### config.mk
export PLATFORM = sky130hd
export DESIGN_NAME = regbank_write_arbiter_flat
export DESIGN_NICKNAME = d
export VERILOG_FILES = /design/src/rtl/regbank_pkg.sv /design/src/rtl/regbank_write_arbiter_if.sv /design/src/rtl/regbank_wr_fifo.sv /design/src/rtl/regbank_write_arbiter.sv /design/src/flat_wrapper.sv
export SDC_FILE = /design/constraint.sdc
export NUM_CORES = 1
export LEC_CHECK = 0
export CAP_MARGIN = 40
export CORE_MARGIN = 4
export CORE_UTILIZATION = 54
export CTS_BUF_LIST = sky130_fd_sc_hd__clkbuf_8
export DETAILED_ROUTE_END_ITERATION = 8
export GPL_TIMING_DRIVEN = 0
export HOLD_SLACK_MARGIN = 0.12
export PLACE_DENSITY = 0.83
export REMOVE_ABC_BUFFERS = 1
export SLEW_MARGIN = 20
export SYNTH_ARGS = -nofsm -noshare
export SYNTH_HDL_FRONTEND = slang
export SYNTH_SLANG_ARGS = --single-unit
### constraint.sdc
create_clock -name clk -period 3.9 [get_ports clk]
set_input_delay 0.585 -clock clk [delete_from_list [all_inputs] [get_ports clk]]
set_output_delay 0.585 -clock clk [all_outputs]
set_load 0.02 [all_outputs]
### src/rtl/regbank_pkg.sv
// regbank_pkg: shared constants and types for the register-bank write arbiter.
package regbank_pkg;
    localparam int REG_ADDR_W = 5;
    localparam int DATA_W     = 32;
    localparam int NUM_REGS   = 32;

    typedef struct packed {
        logic [REG_ADDR_W-1:0] addr;
        logic [DATA_W-1:0]     data;
    } wr_req_t;

    typedef enum logic [1:0] {RUN, DRAIN, DONE} drain_state_t;
endpackage

### src/rtl/regbank_write_arbiter_if.sv
// regbank_write_arbiter_if: requester, bank-write, hazard and drain signals of the write arbiter.
interface regbank_write_arbiter_if;
    import regbank_pkg::*;
    logic [1:0]                 req_valid;
    logic [1:0]                 req_ready;
    logic [1:0][REG_ADDR_W-1:0] req_addr;
    logic [1:0][DATA_W-1:0]     req_data;
    logic                       drain_req;
    logic                       drain_done;
    logic                       writeBool;
    logic [REG_ADDR_W-1:0]      writeAddress;
    logic [DATA_W-1:0]          writeData;
    logic [REG_ADDR_W-1:0]      reg_1_Address;
    logic [REG_ADDR_W-1:0]      reg_2_Address;
    logic                       rs_busy;
    logic                       rt_busy;

    modport master (
        output req_valid, req_addr, req_data, drain_req, reg_1_Address, reg_2_Address,
        input  req_ready, drain_done, writeBool, writeAddress, writeData, rs_busy, rt_busy
    );
    modport slave (
        input  req_valid, req_addr, req_data, drain_req, reg_1_Address, reg_2_Address,
        output req_ready, drain_done, writeBool, writeAddress, writeData, rs_busy, rt_busy
    );
endinterface

### src/rtl/regbank_wr_fifo.sv
// regbank_wr_fifo: DEPTH-entry in-order write-request FIFO with head visible the cycle after push.
module regbank_wr_fifo
    import regbank_pkg::*;
#(
    parameter int DEPTH = 2
) (
    input  logic    clk,
    input  logic    reset,
    input  logic    push,
    input  logic    pop,
    input  wr_req_t din,
    output logic    full,
    output logic    empty,
    output wr_req_t head
);
    localparam int PTR_W = (DEPTH > 1) ? $clog2(DEPTH) : 1;
    localparam int OCC_W = $clog2(DEPTH + 1);

    wr_req_t          r_mem [DEPTH];
    logic [PTR_W-1:0] r_wr_ptr, r_rd_ptr;
    logic [OCC_W-1:0] r_count;

    assign full  = r_count == OCC_W'(DEPTH);
    assign empty = r_count == '0;
    assign head  = r_mem[r_rd_ptr];

    always_ff @(posedge clk) begin
        if (push) r_mem[r_wr_ptr] <= din;
    end

    always_ff @(posedge clk or negedge reset) begin
        if (!reset) begin
            r_wr_ptr <= '0;
            r_rd_ptr <= '0;
            r_count  <= '0;
        end else begin
            if (push) r_wr_ptr <= (r_wr_ptr == PTR_W'(DEPTH - 1)) ? '0 : r_wr_ptr + 1'b1;
            if (pop) r_rd_ptr <= (r_rd_ptr == PTR_W'(DEPTH - 1)) ? '0 : r_rd_ptr + 1'b1;
            r_count <= r_count + OCC_W'(push) - OCC_W'(pop);
        end
    end
endmodule

### src/rtl/regbank_write_arbiter.sv
// regbank_write_arbiter: two FIFO'd writeback requesters share the bank write port, with hazard scoreboard and drain FSM.
// Define REGBANK_ARB_RR_EN for round-robin arbitration; otherwise req 0 (ALU) has fixed priority.
module regbank_write_arbiter
    import regbank_pkg::*;
#(
    parameter int DEPTH = 2
) (
    input logic                    clk,
    input logic                    reset,
    regbank_write_arbiter_if.slave bus
);
    localparam int CNT_W = $clog2(2 * DEPTH + 2);

    drain_state_t          r_state, w_state_nxt;
    wr_req_t               w_push_req [2];
    wr_req_t               w_head [2];
    wr_req_t               w_win;
    logic [1:0]            w_full, w_empty, w_acc, w_grant;
    logic [CNT_W-1:0]      r_cnt [NUM_REGS];
    logic [CNT_W-1:0]      w_cnt_nxt [NUM_REGS];
    logic                  w_cnt_zero_nxt;
    logic                  r_wr_en;
    logic [REG_ADDR_W-1:0] r_wr_addr;
    logic [DATA_W-1:0]     r_wr_data;

    assign bus.req_ready = {2{reset && r_state == RUN}} & ~w_full;
    assign w_acc         = bus.req_valid & bus.req_ready;

    for (genvar i = 0; i < 2; i++) begin : g_fifo
        assign w_push_req[i] = '{addr: bus.req_addr[i], data: bus.req_data[i]};
        regbank_wr_fifo #(.DEPTH(DEPTH)) u_fifo (
            .clk   (clk),
            .reset (reset),
            .push  (w_acc[i]),
            .pop   (w_grant[i]),
            .din   (w_push_req[i]),
            .full  (w_full[i]),
            .empty (w_empty[i]),
            .head  (w_head[i])
        );
    end

`ifdef REGBANK_ARB_RR_EN
    logic r_rr_ptr;
    assign w_grant = (!w_empty[0] && !w_empty[1]) ? (r_rr_ptr ? 2'b10 : 2'b01) : ~w_empty;

    always_ff @(posedge clk or negedge reset) begin
        if (!reset) r_rr_ptr <= 1'b0;
        else if (|w_grant) r_rr_ptr <= w_grant[0];
    end
`else
    assign w_grant = {w_empty[0] & ~w_empty[1], ~w_empty[0]};
`endif

    assign w_win = w_grant[1] ? w_head[1] : w_head[0];

    always_ff @(posedge clk or negedge reset) begin
        if (!reset) begin
            r_wr_en   <= 1'b0;
            r_wr_addr <= '0;
            r_wr_data <= '0;
        end else begin
            r_wr_en <= |w_grant;
            if (|w_grant) begin
                r_wr_addr <= w_win.addr;
                r_wr_data <= w_win.data;
            end
        end
    end

    assign bus.writeBool    = r_wr_en;
    assign bus.writeAddress = r_wr_addr;
    assign bus.writeData    = r_wr_data;

    always_comb begin
        w_cnt_zero_nxt = 1'b1;
        for (int r = 0; r < NUM_REGS; r++) begin
            w_cnt_nxt[r] = r_cnt[r]
                + CNT_W'(w_acc[0] && bus.req_addr[0] == REG_ADDR_W'(r))
                + CNT_W'(w_acc[1] && bus.req_addr[1] == REG_ADDR_W'(r))
                - CNT_W'(r_wr_en && r_wr_addr == REG_ADDR_W'(r));
            w_cnt_zero_nxt = w_cnt_zero_nxt && (w_cnt_nxt[r] == '0);
        end
    end

    always_ff @(posedge clk or negedge reset) begin
        if (!reset) for (int r = 0; r < NUM_REGS; r++) r_cnt[r] <= '0;
        else for (int r = 0; r < NUM_REGS; r++) r_cnt[r] <= w_cnt_nxt[r];
    end

    assign bus.rs_busy = r_cnt[bus.reg_1_Address] != '0;
    assign bus.rt_busy = r_cnt[bus.reg_2_Address] != '0;

    always_ff @(posedge clk or negedge reset) begin
        if (!reset) r_state <= RUN;
        else r_state <= w_state_nxt;
    end

    // Empty FIFOs plus all-zero next counters means the write now on the port is the last one,
    // so DONE is entered on the same edge that retires it.
    always_comb begin
        w_state_nxt = r_state;
        w_state_nxt = (r_state == RUN) ? (bus.drain_req ? DRAIN : RUN)
                    : !bus.drain_req ? RUN
                    : (r_state == DONE || (&w_empty && w_cnt_zero_nxt)) ? DONE : DRAIN;
    end

    assign bus.drain_done = r_state == DONE;
endmodule

### src/flat_wrapper.sv
// flat-port wrapper written by rule: the top's interface ports become plain ports
module regbank_write_arbiter_flat import regbank_pkg::*;
#(
    parameter int DEPTH = 2
)
  (clk, reset, bus_req_valid, bus_req_addr, bus_req_data, bus_drain_req, bus_reg_1_Address, bus_reg_2_Address, bus_req_ready, bus_drain_done, bus_writeBool, bus_writeAddress, bus_writeData, bus_rs_busy, bus_rt_busy);
  regbank_write_arbiter_if bus_i ();
  input logic clk;
  input logic reset;
  input wire logic [$bits(bus_i.req_valid)-1:0] bus_req_valid;
  input wire logic [$bits(bus_i.req_addr)-1:0] bus_req_addr;
  input wire logic [$bits(bus_i.req_data)-1:0] bus_req_data;
  input wire logic [$bits(bus_i.drain_req)-1:0] bus_drain_req;
  input wire logic [$bits(bus_i.reg_1_Address)-1:0] bus_reg_1_Address;
  input wire logic [$bits(bus_i.reg_2_Address)-1:0] bus_reg_2_Address;
  output wire logic [$bits(bus_i.req_ready)-1:0] bus_req_ready;
  output wire logic [$bits(bus_i.drain_done)-1:0] bus_drain_done;
  output wire logic [$bits(bus_i.writeBool)-1:0] bus_writeBool;
  output wire logic [$bits(bus_i.writeAddress)-1:0] bus_writeAddress;
  output wire logic [$bits(bus_i.writeData)-1:0] bus_writeData;
  output wire logic [$bits(bus_i.rs_busy)-1:0] bus_rs_busy;
  output wire logic [$bits(bus_i.rt_busy)-1:0] bus_rt_busy;
  assign bus_i.req_valid = bus_req_valid;
  assign bus_i.req_addr = bus_req_addr;
  assign bus_i.req_data = bus_req_data;
  assign bus_i.drain_req = bus_drain_req;
  assign bus_i.reg_1_Address = bus_reg_1_Address;
  assign bus_i.reg_2_Address = bus_reg_2_Address;
  assign bus_req_ready = bus_i.req_ready;
  assign bus_drain_done = bus_i.drain_done;
  assign bus_writeBool = bus_i.writeBool;
  assign bus_writeAddress = bus_i.writeAddress;
  assign bus_writeData = bus_i.writeData;
  assign bus_rs_busy = bus_i.rs_busy;
  assign bus_rt_busy = bus_i.rt_busy;
  regbank_write_arbiter #(.DEPTH(DEPTH)) u_core (.clk(clk), .reset(reset), .bus(bus_i));
endmodule
==> results of run 1 <==
==> cells by family after synthesis <==
family          after synthesis
simple gates                291
xor+xnor                     43
compound gates               77
buf+inv                     148
fa+ha+maj                   100
mux                          83
flops                       292
==> per-layer routing <==
| metal | global-route usage | vias to the layer above | part of all wire |
|---|---|---|---|
| li1 | - | 4072 | - |
| met1 | 0.364 | 4930 | 0.37 |
| met2 | 0.442 | 710 | 0.48 |
| met3 | 0.0642 | 119 | 0.11 |
| met4 | 0.0921 | 2 | 0.035 |
| met5 | 0 | - | 0.00018 |
==> stage by stage <==
stage | TNS, ps | hold slack (ps) | utilization
after floorplan | -835 | 289 | -
after global placement | -2166340 | 470 | 0.617
after detailed placement | -88090 | 491 | 0.629
after CTS | -441 | 504 | 0.694
after global routing | -813 | 235 | 0.699
final | -647 | 213 | 0.699
==> report_power, final <==
part | leakage [uW] | internal [uW] | switching, uW | total (uW)
Combinational | 0.00385 | 2630 | 2720 | 5350
Clock | 0.000564 | 1580 | 1250 | 2830
Sequential | 0.00301 | 4180 | 958 | 5140
Total | 0.00742 | 8400 | 4930 | 13300
==> repair_timing <==
| item | 4_1_cts | 5_1_grt |
|---|---|---|
| cloned | 5 | 0 |
| gates resized for setup | 71 | 18 |
| buffers inserted | 16 | 3 |
| setup endpoints to repair | 73 | 4 |
| endpoints found under the hold margin | 75 | 0 |
| pin swaps | 15 | 17 |
| hold buffers | 7 | 0 |
==> state kept, by name, indices dropped and copies added, names as in the netlist, 2 cells and up <==
signal	count
u_core.g_fifo.u_fifo.r_rd_ptr	2
u_core.g_fifo.u_fifo.r_mem	148
u_core.bus.writeAddress	5
u_core.r_cnt	96
u_core.g_fifo.u_fifo.r_wr_ptr	2
u_core.r_state	2
u_core.g_fifo.u_fifo.r_count	4
u_core.bus.writeData	32
==> synthesized netlist by cell type, drive strengths merged, types with 3 or more instances <==
| master | instances |
|---|---|
| nand2b | 12 |
| a221oi | 25 |
| o221ai | 14 |
| xnor2 | 12 |
| a21oi | 5 |
| o22ai | 4 |
| a211oi | 7 |
| nor4b | 4 |
| dfrtp | 144 |
| and2 | 3 |
| nor2b | 15 |
| xnor3 | 29 |
| inv | 117 |
| edfxtp | 148 |
| nand4 | 7 |
| nor2 | 97 |
| nand3 | 16 |
| fa | 64 |
| clkbuf | 21 |
| mux4 | 4 |
| nor3b | 5 |
| or4 | 4 |
| buf | 9 |
| or2 | 4 |
| nor4 | 28 |
| ha | 36 |
| nand2 | 52 |
| o21ai | 7 |
| mux2i | 79 |
| nor3 | 39 |
==> final cells by class <==
class | count | area, um2 | share of cell area
clock inverters | 30 | 268 | 0.0151
well taps | 330 | 413 | 0.0233
multi-input cells | 594 | 5780 | 0.326
repair buffers | 178 | 2010 | 0.114
clock buffers | 53 | 729 | 0.0412
flip-flops and latches | 292 | 8060 | 0.455
inverters | 118 | 444 | 0.0251
==> worst paths after layout <==
kind,start,to,cells after the start
worst max-delay path,u_core.r_state[1]$_DFF_PN0_,u_core.r_state[1]$_DFF_PN0_,18
worst min-delay path,reset,u_core.g_fifo[1].u_fifo.r_rd_ptr$_DFFE_PN0P_,2
worst max register to register,u_core.r_state[1]$_DFF_PN0_,u_core.r_state[1]$_DFF_PN0_,18
worst min register to register,u_core.bus.writeData[3]$_DFFE_PN0P_,u_core.bus.writeData[3]$_DFFE_PN0P_,2
max in group asynchronous,reset,u_core.r_cnt[62]$_DFF_PN0_,3
min in group clk,u_core.bus.writeData[3]$_DFFE_PN0P_,u_core.bus.writeData[3]$_DFFE_PN0P_,2
==> results.cfg, run 1 <==
[cts]
cts_tree = done
ctsHtreeMaxLevel = 2
cts_sinks = 292
numCtsBuffers = 46
clk_path_buf_depth = 3
clkSlewWorstSetupHoldPaths_ps = 70
clk_latency_ps = 570
clk_root_buffer_cell = clkbuf_8

[synth]
synthAdderAreaFrac = 0.124
synth_top_family_by_area = adder cells
synth_area_leaders = edfxtp_1 (32%), dfrtp_1 (26%), fa_1 (9.1%), mux2i_1 (5.6%), xnor3_1 (4.5%)
yosys.area.top_type = edfxtp_1
yosys-mux-area-fraction = 0.0629
synth-edff-count = 148
yosysWarnings = 0
yosysTopAreaCellShare = 0.317
synth-simple-area-share = 0.101
synth_cell_types = 51
ys_seq_area_frac = 0.574
synth-compound-area-share = 0.0430
ys_async_sr_fraction = 0.493
synth_xor_xnor_area_share = 0.0555
synthCells = 1034
syn_area_mm2 = 0.0140
syn-mean-instance-area_um2 = 13.5
ys_seq_elements = 292
yosys_most_used_dff = edfxtp_1

[setup_path]
crit_family = simple AND/OR/NAND/NOR gates
cp_max_fo = 5
cpPeakStageDelay_ps = 530
path_buf_inv = 6
crit_path_frequent_cell = buf_4
start_kind = flip-flop
criticalPathCategory = reg2reg
crit_required_ps = 4400
rrSetupSlack_ps = -330
crit_slowest_cell = fa_1
crit_chain = nor3b_4 > buf_6 > nand3_4 > nor4_4 > buf_4 > buf_4 > buf_4 > buf_4 > nand2_1 > ha_1 > inv_1 > fa_1 > fa_1 > nor4b_4 > nand4_1 > nor4_4 > and4b_2 > o21a_1
worst_ep_arrival_time_ps = 4730
end_kind = flip-flop

[die]
core_mm2 = 0.0253
io_pins = 132
die_h_um = 169
dieWidth_um = 169
rows = 58
initial_core_util = 0.553
dieArea_mm2 = 0.0286

[flow_run]
drv_cap = 0

[global_routing]
grt-ovfl-total = 0
grt_max_degree = 40
antenna_found_initial = 1
grt_pass1_vias = 10200
track_usage = 0.271
grt_pass1_wl_um = 59200

[layout]
nFillCells = 1584
mostFrequentLayoutCells = edfxtp_1 (148), dfrtp_1 (142), inv_1 (129)
drive_gt1_frac = 0.143
diodes = 0
finalNonFillerCells = 1595
final_area_mm2 = 0.0177
finalNetCount = 1419
final_common_cell = edfxtp_1
syn_to_final_growth_pct = 26.3

[sta]
drv_slew = 0
rsz0062_at_grt = yes
max_freq_ghz = 0.236
finClkSkew_ps = 34.2
finalCriticalPeriod_ps = 4230
finalSetupViolations = 2
tightest_slew_ps = 899
slew_headroom = 0.401
worst_slack_ps = -334
hold_viol_final = 0
finalCritPeriodShare = 1.09

[place]
postPlaceCellArea_mm2 = 0.0159
gp_congestion = 0.997
post-dp-hpwl_um = 25200
port_buffers = 131
dpl_worst_slack_ps = -2760
dpl.cell_count = 1480

[power_and_ir_drop]
fin_total_pwr_uw = 13300
worst_ir_drop_vdd_uv = 491
power.leakage_uw = 0.00742
p_per_area_mw_per_mm2 = 753

[detailed_routing]
vias_per_cell = 6.16
drt_iter0_markers = 1186
first_pass_iters = 5
drt-total-wl_um = 39300
wire_per_inst_um = 24.6
remaining_drc_errors = 0
ant_nets = 0
vias = 9833

[status]
violations = setup timing
status = complete, but fails checks

[min_path]
min_path_type = in2async
Note: power is estimated with default switching activity, not from simulation.
==> run 2: changes to the inputs <==
- SYNTH_HIERARCHICAL: default -> 1
==> results.cfg, run 2 <==
[status]
status = complete, but fails checks
violations = setup timing

[synth]
synth-edff-count = 148
ys_seq_area_frac = 0.553
synthCells = 1051
yosysWarnings = 6
yosys_most_used_dff = edfxtp_1
yosysMostFrequentCell = edfxtp_1
yosysTopAreaCellShare = 0.305
syn-mean-instance-area_um2 = 13.9
yosys.area.top_type = edfxtp_1
ys_seq_elements = 292
synth_cell_types = 51
synth_common_cells = edfxtp_1 (148), dfrtp_1 (144), inv_1 (114)
synth_area_leaders = edfxtp_1 (31%), dfrtp_1 (25%), fa_1 (8.8%), xnor3_1 (4.3%), mux2_4 (4.1%)
syn_area_mm2 = 0.0146
ys_async_sr_fraction = 0.493

[global_routing]
grt-ovfl-total = 0
track_usage = 0.254
antenna_found_initial = 3
grt_max_degree = 39
grt_pass1_vias = 10200
grt_pass1_wl_um = 56700

[detailed_routing]
ant_nets = 0
drt-total-wl_um = 36500
vias_per_cell = 5.82
wire_per_inst_um = 22.7
vias = 9370
drt_iter0_markers = 962
first_pass_iters = 6
remaining_drc_errors = 0

[die]
die_h_um = 172
rows = 59
dieArea_mm2 = 0.0297
core_mm2 = 0.0263
initial_core_util = 0.554
dieWidth_um = 172
io_pins = 132

[setup_path]
crit_required_ps = 4340
criticalPathCategory = reg2reg
end_kind = flip-flop
worst_ep_arrival_time_ps = 5090
start_kind = flip-flop
cp_max_fo = 4

[cts]
clk_path_buf_depth = 3
cts_sinks = 292
cts_tree = done
clk_root_buffer_cell = clkbuf_8
clk_latency_ps = 580
numCtsBuffers = 47
clkSlewWorstSetupHoldPaths_ps = 60
ctsHtreeMaxLevel = 2

[sta]
finalCriticalPeriod_ps = 4650
tightest_slew_ps = 739
slew_headroom = 0.507
worst_slack_ps = -750
hold_ws_ps = 535
finClkSkew_ps = 30.3
finalCritPeriodShare = 1.19
rsz0062_at_grt = yes
finalSetupViolations = 2
max_freq_ghz = 0.215
hold_viol_final = 0
drv_slew = 0

[power_and_ir_drop]
p_int_uw = 8490
power.leakage_uw = 0.00753
p_per_area_mw_per_mm2 = 748
clockPowerShare = 0.192
swShare = 0.365
worst_ir_drop_vdd_uv = 426
seqPwrFrac = 0.382
combPwrFrac = 0.426
power_switching_uw = 4880

[flow_run]
drv_cap = 0

[layout]
largest_reg_flops = 148
syn_to_final_growth_pct = 22.7
mostFrequentLayoutCells = edfxtp_1 (148), dfrtp_1 (141), inv_1 (132)
largest_register = u_core/g_fifo.u_fifo/r_mem
finalNetCount = 1423
final_core_utilization = 0.680
final_common_cell = edfxtp_1
drive_gt1_frac = 0.175
final_area_mm2 = 0.0179

[place]
post-dp-hpwl_um = 24600
gp_congestion = 0.907
dpl_worst_slack_ps = -2480
postPlaceCellArea_mm2 = 0.0165
port_buffers = 131

[min_path]
min_path_type = reg2reg
## run 2: timing repair
item,4_1_cts,5_1_grt
pin swaps,14,14
hold buffers,8,0
buffers inserted,8,4
gates resized for setup,31,6
hold endpoints to repair,85,0
endpoints found under the setup margin,25,2
cloned,3,0
## run 2: path summary, 6_finish.rpt
kind | depth (start not counted) | slack [ps] | end | from
max | 15 | -750 | u_core/r_state[0]$_DFF_PN0_ | u_core/g_fifo[0].u_fifo/r_count[1]$_DFF_PN0_
min | 1 | 530 | u_core/g_fifo[0].u_fifo/r_wr_ptr$_DFFE_PN0P_ | u_core/g_fifo[0].u_fifo/r_wr_ptr$_DFFE_PN0P_
max reg2reg | 15 | -750 | u_core/r_state[0]$_DFF_PN0_ | u_core/g_fifo[0].u_fifo/r_count[1]$_DFF_PN0_
min reg2reg | 1 | 530 | u_core/g_fifo[0].u_fifo/r_wr_ptr$_DFFE_PN0P_ | u_core/g_fifo[0].u_fifo/r_wr_ptr$_DFFE_PN0P_
max in group asynchronous | 5 | 2810 | u_core/g_fifo[0].u_fifo/r_count[0]$_DFF_PN0_ | reset
min in group asynchronous | 4 | 640 | u_core/r_cnt[50]$_DFF_PN0_ | reset
## run 2: cell families (layout without fill, tap and decap cells)
family          Yosys count  in the layout  share of synthesized area
xor+xnor                 40             40                     0.0546
compound gates           58             58                     0.0226
buf+inv                 152            373                     0.0425
mux                     126            126                      0.113
fa+ha+maj               100            100                      0.119
simple gates            283            283                     0.0960
flops                   292            292                      0.553
other cells               0              2                          0
## run 2: layout make-up
type	count	area [um2]
fill	1696	8420
sequential	292	8050
multi-input combinational	607	6080
timing repair buffer	170	1940
tap	335	419
inverter	116	435
clock buffer	54	743
clock inverter	33	188
antenna	2	5.00
## run 2: power by group through the flow
| stage | combinational (uW) | sequential, uW | clock [uW] |
|---|---|---|---|
| after CTS | 5580 | 5070 | 2600 |
| after detailed placement | 5450 | 5110 | 0 |
| final | 5700 | 5100 | 2570 |
| after floorplan | 3370 | 5150 | 0 |
| after global placement | 5110 | 5110 | 0 |
| after global routing | 6090 | 5220 | 2770 |
## run 2: per-layer routing
metal / up-vias / global-route usage / part of all wire
met5: - / 0 / 0.00038
met4: 2 / 0.117 / 0.046
met3: 146 / 0.0622 / 0.089
met2: 506 / 0.424 / 0.50
met1: 4653 / 0.314 / 0.37
li1: 4063 / - / -
## run 2: metrics by stage
step                power, uW   TNS, ps  instances
floorplan                8520     -2360       1015
global placement        10200  -2021480       1481
detailed placement      10600    -41650       1496
CTS                     13300     -1210       1602
global route            14100     -1640       1609
finish                  13400     -1410       1609
## run 2: critical path: stages (launching register included)
cell and delay (ps):
dfrtp_1 400, nor2b_4 150, nor4b_4 290, and2_4 250, nand2b_4 100, nor3_4 190, nand2_2 110, ha_4 260
fa_1 410, inv_2 70, fa_1 430, or4_1 540, or4_4 510, nor4b_4 370, nand4_1 220, and3_1 230
